===== src/rtl/serial_addsub4_pkg.sv =====
// Shared definitions for the bit-serial adder/subtractor: state encoding,
// counter sizing and the legal operand-width range.
package serial_addsub4_pkg;

    typedef enum logic [1:0] {
        IDLE  = 2'd0,
        SHIFT = 2'd1,
        DONE  = 2'd2
    } state_t;

    localparam int WIDTH_MIN = 2;
    localparam int WIDTH_MAX = 32;

    function automatic int cnt_width(input int w);
        return (w <= 2) ? 1 : $clog2(w);
    endfunction

    function automatic bit width_legal(input int w);
        return (w >= WIDTH_MIN) && (w <= WIDTH_MAX);
    endfunction

endpackage


===== src/rtl/serial_addsub4_full_adder.sv =====
// Single-bit full adder cell, reused every cycle by the serial datapath.
module full_adder_1bit (
    input  logic a,
    input  logic b,
    input  logic cin,
    output logic s,
    output logic cout
);

    assign s    = a ^ b ^ cin;
    assign cout = (a & b) | (a & cin) | (b & cin);

endmodule


===== src/rtl/serial_addsub4.sv =====
// Bit-serial two's-complement add/subtract; one result bit per cycle, LSB first,
// with carryout/overflow flags registered when the MSB is processed.
//
// state | meaning
// IDLE  | waiting for start; outputs hold last result
// SHIFT | one operand bit per cycle through the shared full adder
// DONE  | result valid, done pulses for one cycle
module serial_addsub4
    import serial_addsub4_pkg::*;
#(
    parameter int WIDTH = 4
) (
    input  logic             clk,
    input  logic             reset,
    input  logic             start,
    input  logic             sub,
    input  logic [WIDTH-1:0] a,
    input  logic [WIDTH-1:0] b,
    output logic             busy,
    output logic             done,
    output logic [WIDTH-1:0] sum,
    output logic             carryout,
    output logic             overflow
);

    localparam int CW = cnt_width(WIDTH);

    if (!width_legal(WIDTH)) begin : g_width_check
        $error("serial_addsub4: WIDTH must be in 2..32");
    end

    state_t           state_q, state_d;
    logic [WIDTH-1:0] a_sr, b_sr, res_sr;
    logic             carry_q;
    logic [CW-1:0]    cnt_q;
    logic             fa_s, fa_cout;
    logic             last_bit;
    logic             c_in_msb;

    full_adder_1bit u_fa (
        .a    (a_sr[0]),
        .b    (b_sr[0]),
        .cin  (carry_q),
        .s    (fa_s),
        .cout (fa_cout)
    );

    assign last_bit = (cnt_q == CW'(WIDTH - 1));
    // carry into the MSB is simply the carry register while the MSB is in the adder
    assign c_in_msb = carry_q;

    always_ff @(posedge clk) begin
        if (reset) state_q <= IDLE;
        else       state_q <= state_d;
    end

    always_comb begin
        state_d = state_q;
        case (state_q)
            IDLE:    if (start) state_d = SHIFT;
            SHIFT:   if (last_bit) state_d = DONE;
            DONE:    state_d = IDLE;
            default: state_d = IDLE;
        endcase
    end

    assign busy = (state_q == SHIFT) || (state_q == DONE);
    assign done = (state_q == DONE);

    always_ff @(posedge clk) begin
        if (reset) begin
            a_sr     <= '0;
            b_sr     <= '0;
            res_sr   <= '0;
            carry_q  <= 1'b0;
            cnt_q    <= '0;
            sum      <= '0;
            carryout <= 1'b0;
            overflow <= 1'b0;
        end else begin
            case (state_q)
                IDLE: begin
                    if (start) begin
                        // subtraction is a + ~b + 1: invert b here, +1 via carry-in
                        a_sr    <= a;
                        b_sr    <= sub ? ~b : b;
                        carry_q <= sub;
                        cnt_q   <= '0;
                        res_sr  <= '0;
                    end
                end
                SHIFT: begin
                    res_sr  <= {fa_s, res_sr[WIDTH-1:1]};
                    a_sr    <= {1'b0, a_sr[WIDTH-1:1]};
                    b_sr    <= {1'b0, b_sr[WIDTH-1:1]};
                    carry_q <= fa_cout;
                    cnt_q   <= cnt_q + CW'(1);
                    if (last_bit) begin
                        sum      <= {fa_s, res_sr[WIDTH-1:1]};
                        carryout <= fa_cout;
                        overflow <= c_in_msb ^ fa_cout;
                    end
                end
                default: ;
            endcase
        end
    end

endmodule


===== config.mk =====
export PLATFORM = sky130hd
export DESIGN_NAME = serial_addsub4
export DESIGN_NICKNAME = d
export VERILOG_FILES = /design/src/rtl/serial_addsub4_pkg.sv /design/src/rtl/serial_addsub4_full_adder.sv /design/src/rtl/serial_addsub4.sv
export SDC_FILE = /design/constraint.sdc
export NUM_CORES = 1
export LEC_CHECK = 0
export CAP_MARGIN = 20
export CORE_AREA = 2 2 62 64
export CTS_CLUSTER_SIZE = 28
export DETAILED_ROUTE_END_ITERATION = 8
export DIE_AREA = 0 0 64 66
export HOLD_SLACK_MARGIN = 0.03
export PLACE_DENSITY_LB_ADDON = 0.12
export SYNTH_ARGS = -nofsm -noshare
export SYNTH_HDL_FRONTEND = slang
export SYNTH_SLANG_ARGS = --single-unit

===== constraint.sdc =====
create_clock -name clk -period 1.6 [get_ports clk]
set_clock_uncertainty 0.15 [all_clocks]
set_input_delay 0.48 -clock clk [delete_from_list [all_inputs] [get_ports clk]]
set_output_delay 0.48 -clock clk [all_outputs]
set_load 0.05 [all_outputs]

## Word level (Yosys, flattened, before mapping)

Cells that the tools add are included.

- Register bits: 23
- Input port bits: 12
- Output and inout bits: 8
- Logic and storage cells: 44

- Add/sub/neg operators: 1
- Equality and inequality tests: 5
- Mux-type cells: 14
- Bitwise logic cells: 9
- Reductions and logical operators: 6

Operators with widths:

| cell | number |
|---|---|
| 4-bit one-hot mux with 2 select lines | 3 |
| 4-bit two-way mux | 4 |
| 2-bit one-hot mux with 2 select lines | 2 |
| 2-bit two-way mux | 3 |
| 2-bit AND reduction | 3 |
| 2-bit == test, second input constant | 2 |
| 2-bit != test, second input constant | 2 |
| 4-bit NOT | 1 |
| 1-bit bitwise AND | 3 |
| 1-bit XOR | 3 |
| 2-bit by 1-bit adder with 2-bit output, second input constant | 1 |
| 2-bit by 1-bit == test with 1-bit output, second input constant | 1 |
| 2-bit zero test | 1 |
| 1-bit bitwise OR | 2 |
| 1-bit one-hot mux with 2 select lines | 1 |
| 2-bit nonzero test | 1 |
| 1-bit logical OR | 1 |
| 1-bit two-way mux | 1 |

## Longest topological paths before layout

Gate-level depths: netlist of the first run.

- Depth after elaboration: 4
- Mapped depth: 6
- Depth with buffers taken out: 5

## Modules after synthesis

A second synthesis of the first run with hierarchy kept.

- Cell total of the unflattened synthesis: 116
- Area total of the unflattened synthesis: 1031.0 sq um

Modules (own cells, without submodules):

| module | times used | cells each | area each (sq um) | seq. area each (sq um) |
|---|---|---|---|---|
| serial_addsub4 | 1 | 115 | 1011.0 | 440.4 |
| full_adder_1bit | 1 | 1 | 20.0 | 0.0 |

## Worst setup path before layout of the first run

OpenSTA, ideal clock, no wires.

- Kind: flip-flop to output port
- Start point: reg state_q[0]
- End point: out busy
- Data arrival time: 0.928 ns
- Data required time: 0.970 ns
- Setup slack: 0.042 ns
- Cell stages (with the launch flop): 3
- Buffers on the path: 0
- Cell sequence: dfxtp_1 -> inv_1 -> ha_1

- Word-level cells in the longest chain between the ends: 2
- Elaborated cells on any way between the ends: 3
- Those cells by class: eq/ne: 2; reduce/logical: 1

Ends and longest elaborated chain:

| element | RTL line | source |
|---|---|---|
| from (decl) | serial_addsub4.sv:32 | `state_t state_q, state_d;` |
| from (signal assigned) | serial_addsub4.sv:54 | `else state_q <= state_d;` |
| 2-bit by 1-bit == test with 1-bit output or 2-bit == test (tied branches) | serial_addsub4.sv:67 | `assign busy = (state_q == SHIFT) \|\| (state_q == DONE);` |
| 1-bit logical OR (*) | serial_addsub4.sv:67 |  |
| to (decl) | serial_addsub4.sv:19 | `output logic busy,` |

Mark *: on every way between the ends. The rest lies on a longest branch, timed or not.

## Final worst setup path of the first run

- Start point: reg state_q[0]
- End point: out done

- Word-level cells in the longest chain between the ends: 1

Ends and longest elaborated chain:

| element | RTL line | source |
|---|---|---|
| 2-bit == test | serial_addsub4.sv:68 | `assign done = (state_q == DONE);` |
| to (decl) | serial_addsub4.sv:20 | `output logic done,` |

Every way passes these cells.

==> results of run 1 <==
[area by class of cell]
class	count	area, um2	area share
sequential	22	445	0.278
timing repair buffer	34	412	0.257
inverter	3	11.3	0.00704
multi-input combinational	88	636	0.397
clock buffer	4	36.3	0.0227
tap	48	60.1	0.0375
[worst min-delay path: stages (launching register included)]
cell and delay [ns]:
dfxtp_1 0.32, nand2_1 0.05, a21oi_1 0.05
[per-layer routing]
metal  vias up  GRT usage  wire (um)
met3         2     0.0426        104
met1       427      0.154       1140
met2        13      0.199       1100
li1        490          -          -
met4         0     0.0462         16
met5         -          0          0
[layout by cell type (no fill, tap or decap), types with 2 or more instances in the layout]
| master | n |
|---|---|
| a32oi_1 | 4 |
| nand2b_1 | 4 |
| o211ai_1 | 3 |
| clkdlybuf4s50_1 | 11 |
| clkbuf_4 | 3 |
| nand2_1 | 15 |
| buf_4 | 12 |
| nand3_1 | 5 |
| ha_4 | 2 |
| mux2i_1 | 5 |
| xnor2_1 | 2 |
| mux2_2 | 4 |
| nor2_1 | 7 |
| a211oi_1 | 6 |
| a21oi_1 | 15 |
| dfxtp_1 | 20 |
| buf_12 | 10 |
| inv_2 | 2 |
| xor2_1 | 4 |
[registers in the layout, indices dropped and copies added, names as in the netlist]
register	cells
carryout	1
c_in_msb	1
overflow	1
res_sr	3
b_sr	4
state_q	2
sum	4
cnt_q	2
a_sr	4
[timing repair]
item,CTS,global route
setup endpoints to repair,14,23
setup buffers,2,1
gates resized for setup,9,6
cloned,0,0
pin swaps,2,2
[kinds of logic (layout without fill, tap and decap cells)]
family / Yosys count / in the layout / synth area share
buffers and inverters: 12 / 41 / 0.0529
AOI/OAI and AO/OA: 31 / 31 / 0.181
DFF: 22 / 22 / 0.405
and+or+nand+nor: 36 / 36 / 0.151
muxes: 10 / 10 / 0.0978
adders and majority gates: 5 / 5 / 0.0644
xor gates and xnor gates: 6 / 6 / 0.0483
[power by group through the flow]
stage / clock network (mW) / logic, mW / registers [mW]
2_1_floorplan: 0 / 0.183 / 0.610
3_3_place_gp: 0 / 0.288 / 0.614
3_5_place_dp: 0 / 0.294 / 0.615
4_1_cts: 0.327 / 0.310 / 0.603
5_1_grt: 0.343 / 0.352 / 0.606
6_report: 0.308 / 0.322 / 0.601
[per-stage QoR]
step / std cells / worst slack, ns
after global placement: 192 / -0.256
after floorplan: 122 / 0.0418
final: 199 / -0.163
after detailed placement: 192 / -0.369
after global routing: 199 / -0.208
after CTS: 198 / -0.198
[path summary, 6_finish.rpt]
kind	from	cells after the start	slack, ns	endpoint
min	b_sr[2]$_SDFFE_PP0P_	2	0.31	b_sr[2]$_SDFFE_PP0P_
min reg2reg	b_sr[2]$_SDFFE_PP0P_	2	0.31	b_sr[2]$_SDFFE_PP0P_
max	state_q[0]$_SDFFE_PP0P_	4	-0.16	done
max reg2reg	state_q[0]$_SDFFE_PP0P_	5	0	cnt_q[0]$_SDFFE_PP0P_
==> out/summary.txt, run 1 <==
P_sw = 0.344 mW
CTS buffer count = 3
Pwr dens = 769 nW/um2
Headroom to the max-slew limit = 0.839
CTS Root Cell = clkbuf_4
Clock sink count = 22
Avg WL per Cell = 11.9 um
CP top delay family = flip-flops
First-pass DRT Iterations = 4
Synth cell count leaders = dfxtp_1, a21oi_1, nand2_1, nor2_1, a211oi_1
Sequential fraction of design power = 0.488
Final #Nets = 169
Critical Setup Path Class = register to output pin
Cts hold-fix bufs = 0
Synth Flop Type = dfxtp_1
Share of layout cells above drive strength 1 = 0.278
Synth Warn # = 0
Status = finished with violations
Number of synthesized flops with an enable pin = 0
Unrepaired setup endpoints after global routing = true
FILL cells = 344
Diode count = 0
Htree depth = 1
Fmax = 567 MHz
Die Wd = 64 um
Synth unique cells = 27
Initial antenna violation count = 0
Least-Margin Pin Slew = 0.234 ns
Post-layout power = 1.23 mW
I/O pins = 20
Die area = 4220 um2
Crit. End Element = output pin
Clk slew on worst S/H paths = 0.13 ns
Failing checks = negative setup slack
First-pass GRT wire length = 4.13 mm
DRC = 0
CP arrival = 1.13 ns
Core area = 3550 um2
Post-placement cell area = 1490 um2
Top post-synthesis cells by area = dfxtp_1, a21oi_1, mux2_2
Crit-path max cell delay = 0.37 ns
Slew Viols, Final = 0
Final setup violation count = 3
Final Instance Area = 1600 um2
Final WL = 2.36 mm
Min cycle time layout = 1.76 ns
Vias per cell = 4.68
Worst Path Max Fanout = 2
FP Rows = 22
Largest net degree at the start of global routing = 22
Clock share of power = 0.250
Synth async-reset ratio = 0
Slowest cell on crit path = dfxtp_2
Layout area overhead = 47.2%
Final hold viol count = 0
CTS tree = yes
Most common cell in the netlist = dfxtp_1
Setup ws final = -0.163 ns
Synth Instances = 122
Sw frac = 0.280
Required time worst endpoint = 0.97 ns
Hold WC Path Type = register to register
Total negative setup slack = -0.319 ns
Critical Path Source Type = register
Clock buffer depth = 2
DRT iter0 DRCs = 28
Clock Latency Late Sink = 0.31 ns
GP Congestion = 0.751
Vias in the first global route = 907
IO Port Bufs = 19
Routed Antenna Nets = 0
Vias = 932
Peak VDD IR = 0.351 mV
Worst hold slack = 0.313 ns
GRT overflow = 0
Cell Area, Synth = 1090 um2
Period utilisation layout = 1.10
Leak = 0.597 nW
Top cell type's share of synthesized area = 0.405
All-layer global routing usage = 0.125
Cell Int Power = 0.886 mW
Seq cells post-synth = 22
Cell chain of the critical path = inv_2 -> buf_6 -> ha_4 -> buf_12
Area leader, netlist = dfxtp_1
Initial core utilization = 0.306
Sequential area share after synthesis = 0.405
Die Ht = 66 um
Max cap viols = 0
Worst path bufs/invs = 3
Synthesized Nets = 139
Gate power share = 0.262
Hpwl dp = 1.72 mm
Finished Core Util = 0.451
Syn_area_per_cell = 8.91 um2
Note: power is estimated with default switching activity, not from simulation.
==> run 2, diff against run 1 <==
Settings changed: CORE_AREA 2 2 62 64 to 2 2 69 71, DIE_AREA 0 0 64 66 to 0 0 71 73.
==> out/summary.txt, run 2 (synthesized netlist as in run 1, its figures left out) <==
DRC = 0
Required time worst endpoint = 0.97 ns
I/O pins = 20
Worst hold slack = 0.304 ns
Core area = 4540 um2
Period utilisation layout = 1.06
Leak = 0.585 nW
All-layer global routing usage = 0.103
CTS buffer count = 3
Layout Cells excl Fill = 201
Clk slew on worst S/H paths = 0.08 ns
Critical Path Source Type = register
Initial core utilization = 0.240
Worst Path Max Fanout = 3
Vias = 917
Headroom to the max-slew limit = 0.833
Clock Latency Late Sink = 0.26 ns
Peak VDD IR = 0.362 mV
Setup ws final = -0.0910 ns
Layout area overhead = 45.0%
Status = finished with violations
Htree depth = 1
Commonest non-fill, non-tap cells in the layout = dfxtp_1, a21oi_1, nand2_1
Diode count = 0
First-pass DRT Iterations = 4
Final WL = 2.49 mm
CTS Root Cell = clkbuf_8
Commonest non-fill, non-tap cell in the layout = dfxtp_1
IO Port Bufs = 19
Die area = 5180 um2
DRT iter0 DRCs = 83
Fmax = 591 MHz
Clock buffer depth = 2
Unrepaired setup endpoints after global routing = true
Min cycle time layout = 1.69 ns
Final #Nets = 166
Max cap viols = 0
Number of instances in the placed design = 197
CP arrival = 1.06 ns
GRT overflow = 0
FP Rows = 25
First-pass GRT wire length = 4.26 mm
Largest registers = a_sr x4, b_sr x4, sum x4
GP Congestion = 0.733
Largest net degree at the start of global routing = 21
Share of layout cells above drive strength 1 = 0.252
Final setup violation count = 4
Crit. End Element = output pin
Slew Viols, Final = 0
Failing checks = negative setup slack
Clock sink count = 22
CTS tree = yes
Post-layout power = 1.26 mW
Vias per cell = 4.56
Initial antenna violation count = 0
Critical Setup Path Class = register to output pin
Avg WL per Cell = 12.4 um
Final hold viol count = 0
Least-Margin Pin Slew = 0.250 ns
Hold WC Path Type = register to register
Vias in the first global route = 962
Die Wd = 71 um
Hpwl dp = 1.79 mm
Routed Antenna Nets = 0
Pwr dens = 801 nW/um2
Die Ht = 73 um
FILL cells = 439
-- run 2: path summary, 6_finish.rpt --
check | from | to | slack (ns) | cells after the start
max | state_q[1]$_SDFFE_PP0P_ | busy | -0.09 | 3
min | b_sr[2]$_SDFFE_PP0P_ | b_sr[2]$_SDFFE_PP0P_ | 0.30 | 2
max reg2reg | state_q[0]$_SDFFE_PP0P_ | cnt_q[0]$_SDFFE_PP0P_ | -0.01 | 5
min reg2reg | b_sr[2]$_SDFFE_PP0P_ | b_sr[2]$_SDFFE_PP0P_ | 0.30 | 2
-- run 2: power breakdown --
group          total, mW  internal, mW  switching (mW)
Clock              0.343         0.168           0.175
Sequential         0.602         0.580          0.0223
Combinational      0.319         0.165           0.153
-- run 2: worst max-delay path, stage by stage, from the launching register on --
cell     delay (ns)
dfxtp_2        0.35
inv_2          0.06
ha_4           0.27
buf_12         0.12
-- run 2: what timing repair did --
action / in CTS / in global routing
setup endpoints to repair: 11 / 15
gates resized for setup: 10 / 3
pin swaps: 1 / 2
hold buffers: 0 / 0
buffers inserted: 1 / 0
gates cloned: 0 / 0
-- run 2: through the flow --
stage                      util  area [um2]  setup TNS (ns)  setup slack [ns]
after CTS                 0.345        1570          -0.166           -0.0913
after global routing      0.348        1580          -0.689            -0.132
after detailed placement  0.328        1490           -3.37            -0.291
after global placement    0.328        1490           -3.26            -0.264
after floorplan               -        1090               0            0.0418
final                     0.348        1580          -0.136           -0.0910
-- run 2: final cells by class --
| cell class | count | area [um2] | share of cell area |
|---|---|---|---|
| flip-flops and latches | 22 | 443 | 0.281 |
| well taps | 54 | 67.6 | 0.0429 |
| clock buffers | 3 | 41.3 | 0.0262 |
| multi-input cells | 88 | 622 | 0.394 |
| inverters | 3 | 11.3 | 0.00714 |
| repair buffers | 31 | 392 | 0.248 |
-- run 2: metal layers --
layer / up-vias / share of wire / global-route usage
met1: 421 / 0.48 / 0.128
met5: - / 0 / 0
li1: 478 / - / -
met4: 0 / 0.0076 / 0.0252
met2: 16 / 0.48 / 0.173
met3: 2 / 0.037 / 0.0345
==> run 3, diff against run 2 <==
Settings changed: SETUP_SLACK_MARGIN set to 0.3.
==> out/summary.txt, run 3 (synthesized netlist as in run 1, its figures left out) <==
Status = finished with violations
Failing checks = negative setup slack
Hold wc startpoint = b_sr[2]$_SDFFE_PP0P_
CTS buffer count = 3
Die Wd = 71 um
GP Congestion = 0.741
Worst reg-to-reg setup slack = -0.02 ns
Htree depth = 1
Worst Path Max Fanout = 2
Crit-path max cell delay = 0.35 ns
Commonest non-fill, non-tap cells in the layout = buf_4, dfxtp_1, buf_12
Layout area overhead = 84.6%
Max cap viols = 0
Largest registers = a_sr x4, b_sr x4, sum x4
Avg WL per Cell = 13.6 um
I/O pins = 20
Slew Viols, Final = 0
WHS Path Cells = 2
Final setup violation count = 9
CTS tree = yes
Unrepaired setup endpoints after global routing = true
All-layer global routing usage = 0.124
Final Instance Area = 2010 um2
Setup ws final = -0.0765 ns
Commonest non-fill, non-tap cell in the layout = buf_4
Post-placement cell area = 1540 um2
Vias per cell = 4.72
Die Ht = 73 um
Fmax = 596 MHz
Crit. End Element = output pin
Pre-CTS setup slack = -0.272 ns
FF-to-FF Start = state_q[1]$_SDFFE_PP0P_
Vias in the first global route = 1,095
First-pass DRT Iterations = 2
Min cycle time layout = 1.68 ns
Core area = 4540 um2
CTS Root Cell = clkbuf_8
Least-Margin Pin Slew = 0.259 ns
GRT overflow = 0
DRT iter0 DRCs = 62
Initial antenna violation count = 0
FP Rows = 25
Critical Setup Path Class = register to output pin
Peak VDD IR = 0.336 mV
Multi-input gate area = 872 um2
Required time worst endpoint = 0.97 ns
Diode count = 0
Worst hold slack = 0.307 ns
Pwr dens = 745 nW/um2
IO Port Bufs = 19
Register area = 457 um2
Hpwl dp = 1.78 mm
First-pass GRT wire length = 5.13 mm
Period utilisation layout = 1.05
Initial core utilization = 0.240
Share of layout cells above drive strength 1 = 0.595
Clk slew on worst S/H paths = 0.08 ns
Clock Latency Late Sink = 0.26 ns
Hold WC Path Type = register to register
R2R depth = 7
Leak = 0.725 nW
Routed Antenna Nets = 0
WHS Endpoint = b_sr[2]$_SDFFE_PP0P_
CP arrival = 1.05 ns
Critical Path Source Type = register
Vias = 1,024
Final #Nets = 181
RR Endpoint = b_sr[1]$_SDFFE_PP0P_
Final hold viol count = 0
Clock buffer depth = 2
Headroom to the max-slew limit = 0.827
DRC = 0
Cell chain of the critical path = inv_2 -> ha_4 -> buf_12
FILL cells = 426
Clock sink count = 22
Final WL = 2.96 mm
Die area = 5180 um2
Largest net degree at the start of global routing = 22
Slowest cell on crit path = dfxtp_2
run 3: power breakdown:
group	leakage [nW]	switching, mW	internal, mW
logic	0.512	0.226	0.259
registers	0.184	0.0279	0.577
clock network	0.0288	0.185	0.219
total	0.725	0.439	1.06
run 3: worst max-delay path by stage:
stage	from	end	slack, ns	depth (start not counted)
2_1_floorplan	a_sr[0]$_SDFFE_PP0P_	res_sr[3]$_SDFFE_PP0P_	0.15	4
3_3_place_gp	start	b_sr[2]$_SDFFE_PP0P_	-0.25	5
3_5_place_dp	start	cnt_q[0]$_SDFFE_PP0P_	-0.27	4
4_1_cts	state_q[0]$_SDFFE_PP0P_	busy	-0.08	3
5_1_grt	state_q[0]$_SDFFE_PP0P_	busy	-0.11	3
6_report	state_q[0]$_SDFFE_PP0P_	busy	-0.08	3
run 3: worst max-delay path, delay by kind of cell, from the launching register on:
kind / cells / cell delay [ns]
flip-flops: 1 / 0.35
buffers and inverters: 2 / 0.17
adder cells (fa/ha/maj): 1 / 0.26
run 3: final cells by class:
type,instances,share of cell area
multi-input cells,89,0.435
clock buffers,4,0.0274
inverters,3,0.0131
well taps,54,0.0337
repair buffers,45,0.264
flip-flops and latches,22,0.228
run 3: repair_timing:
action,in CTS,in global routing
cloned,1,0
gates resized for setup,48,29
endpoints found under the setup margin,30,30
hold buffers,0,0
buffers inserted,13,2
pin swaps,10,12
run 3: metrics by stage:
| stage | TNS, ns | util | total power [mW] | std cells |
|---|---|---|---|---|
| floorplan | 0 | - | 0.838 | 122 |
| global placement | -3.15 | 0.340 | 0.929 | 197 |
| detailed placement | -3.43 | 0.340 | 0.935 | 197 |
| CTS | -0.215 | 0.412 | 1.47 | 215 |
| global route | -0.816 | 0.442 | 1.57 | 217 |
| finish | -0.200 | 0.442 | 1.49 | 217 |
run 3: per-layer routing:
layer	track usage	part of all wire
met1	0.152	0.46
met3	0.0180	0.022
met5	0	0
met2	0.221	0.50
met4	0.0419	0.012
==> RTL change: new RTL, config.mk and constraints of run 3 <==
Put a register stage on the outputs `busy` and `done`, with the module's reset. The values now appear one clock later. The other outputs are not delayed to match. Comments in the files are not updated.
--- a/src/rtl/serial_addsub4.sv
+++ b/src/rtl/serial_addsub4.sv
@@ -64,8 +64,15 @@
         endcase
     end
 
-    assign busy = (state_q == SHIFT) || (state_q == DONE);
-    assign done = (state_q == DONE);
+    always_ff @(posedge clk) begin
+        if (reset) begin
+            busy <= '0;
+            done <= '0;
+        end else begin
+            busy <= (state_q == SHIFT) || (state_q == DONE);
+            done <= (state_q == DONE);
+        end
+    end
 
     always_ff @(posedge clk) begin
         if (reset) begin
Formal check against the unedited RTL: not equivalent (a bounded check fails within 4 cycles, from zero or initial values and one cycle with reset high).
==> RTL change against run 3 <==
Critical path depth grew 2. Worst hold slack lost 0.0015 ns. Setup slack better by 0.20 ns. Total power decreased by 10%. Die area unchanged. Area after synthesis shrank 1.5%. Sequential cell count grew 2. Design area down 16%. Wire length fell by 19%. Critical path type is now flip-flop to flip-flop. Largest power group unchanged.
==> RTL change: results (changes against run 3) <==
INFO  metric outcome = finished clean (was complete, but fails checks)
INFO  metric cts_hold_buf = 0 (unchanged)
INFO  metric final_layout_size_suffix_gt1_frac = 0.386 (was 0.595)
INFO  metric dp.cells = 187 (was 197)
INFO  metric instance_count_of_the_mapped_netlist = 117 (was 122)
INFO  metric ys_seq_area_frac = 0.449 (was 0.405)
INFO  metric synth_seq_cells = 24 (was 22)
INFO  metric fillCellCount = 454 (was 426)
INFO  metric detailedPlacementHpwl = 1.52 mm (was 1.78 mm)
INFO  metric place_congestion = 0.710 (was 0.741)
INFO  metric worstHoldEndpoint = b_sr[3] (was b_sr[2])
INFO  metric combinationalPower = 338 uW (was 485 uW)
INFO  metric layout.comb_gates.multi_input = 82 (was 89)
INFO  metric buffers = 33 (was 45)
INFO  metric seq_share = 0.295 (was 0.228)
INFO  metric power_leakage = 0.000626 uW (was 0.000725 uW)
INFO  metric fin_util = 0.370 (was 0.442)
INFO  metric finalWirelength = 2.39 mm (was 2.96 mm)
INFO  metric seq_power_share = 0.487 (was 0.405)
INFO  metric post_drt_wl_per_cell = 12.0 microns (was 13.6 microns)
INFO  metric placed_cell_area = 1440 sq um (was 1540 sq um)
INFO  metric total_power = 1350 uW (was 1490 uW)
INFO  metric clockNetworkAreaShare = 0.0246 (was 0.0274)
INFO  metric post_synth_num_cell_types = 24 (was 27)
INFO  metric routed-via-count = 923 (was 1,024)
INFO  metric fraction_of_area_in_multi_input_gates = 0.376 (was 0.435)
INFO  metric grt_max_degree = 25 (was 22)
INFO  metric syn_nets = 134 (was 139)
INFO  metric yosys_warnings = 0 (unchanged)
INFO  metric finalHoldWorstSlack = 0.306 ns (was 0.307 ns)
INFO  metric top_cells_by_area_in_the_synthesized_netlist = dfxtp_1, a21oi_1, ha_1 (was dfxtp_1, a21oi_1, mux2_2)
INFO  metric worst_ep_arrival_time = 1.53 ns (was 1.05 ns)
INFO  metric worst-slew-pin-transition = 0.250 ns (was 0.259 ns)
INFO  metric final_nets = 164 (was 181)
INFO  metric layout.nonclk_buf_frac = 0.258 (was 0.264)
INFO  metric ff_latch_area = 494 sq um (was 457 sq um)
INFO  metric drt_first_iter_violations = 20 (was 62)
INFO  metric critPathCapture = b_sr[3] (was busy)
INFO  metric finalWorstSetupSlack = 0.127 ns (was -0.0765 ns)
INFO  metric critPathLaunch = state_q[1] (was state_q[0])
INFO  metric synth.top_cells.by_count = dfxtp_1, a21oi_1, nand2_1, nor2_1 (was dfxtp_1, a21oi_1, nand2_1, nor2_1, a211oi_1)
INFO  metric synthToLayoutAreaGrowth = 56.7% (was 84.6%)
INFO  metric preCtsSetupSlack = -0.228 ns (was -0.272 ns)
INFO  metric grt_pass1_wl = 4.28 mm (was 5.13 mm)
INFO  metric worst_hold_startpoint = b_sr[3] (was b_sr[2])
INFO  metric worst_ir_drop_vdd = 295 uV (was 336 uV)
INFO  metric net-switching-power = 360 uW (was 439 uW)
INFO  metric grt.total_usage = 0.104 (was 0.124)
INFO  metric worstPathMaxFanout = 5 (was 2)
INFO  metric clkSlewWorstSetupHoldPaths = 0.08 ns (about the same)
INFO  metric r2r_cells = 5 (was 7)
[RTL change: cells by family (layout without fill, tap and decap cells)]
group,count (synthesis),count (layout),synth area share
compound gates,26,26,0.154
fa+ha+maj,5,5,0.0654
xor+xnor,5,5,0.0409
mux,6,7,0.0572
simple gates,39,39,0.173
buf+inv,12,39,0.0607
flops,24,24,0.449
[RTL change: routing by layer]
layer / share of wire / wire [microns] / track usage / vias to the layer above
met5: 0 / 0 / 0 / -
met4: 0.018 / 42 / 0.0440 / 0
met3: 0.037 / 88 / 0.0235 / 5
met2: 0.48 / 1150 / 0.179 / 16
met1: 0.47 / 1120 / 0.126 / 436
li1: - / - / - / 466
[RTL change: repair_timing]
action,CTS,global route
pin swaps,9,3
buffers inserted,6,0
cloned,3,0
endpoints found under the hold margin,0,0
endpoints found under the setup margin,30,30
resized for setup,27,8
[RTL change: critical path, stage by stage, from the launching register on]
cell and delay, ns:
dfxtp_2 0.35, inv_2 0.06, ha_4 0.19, mux2i_4 0.21, or3_1 0.32, a21oi_1 0.13
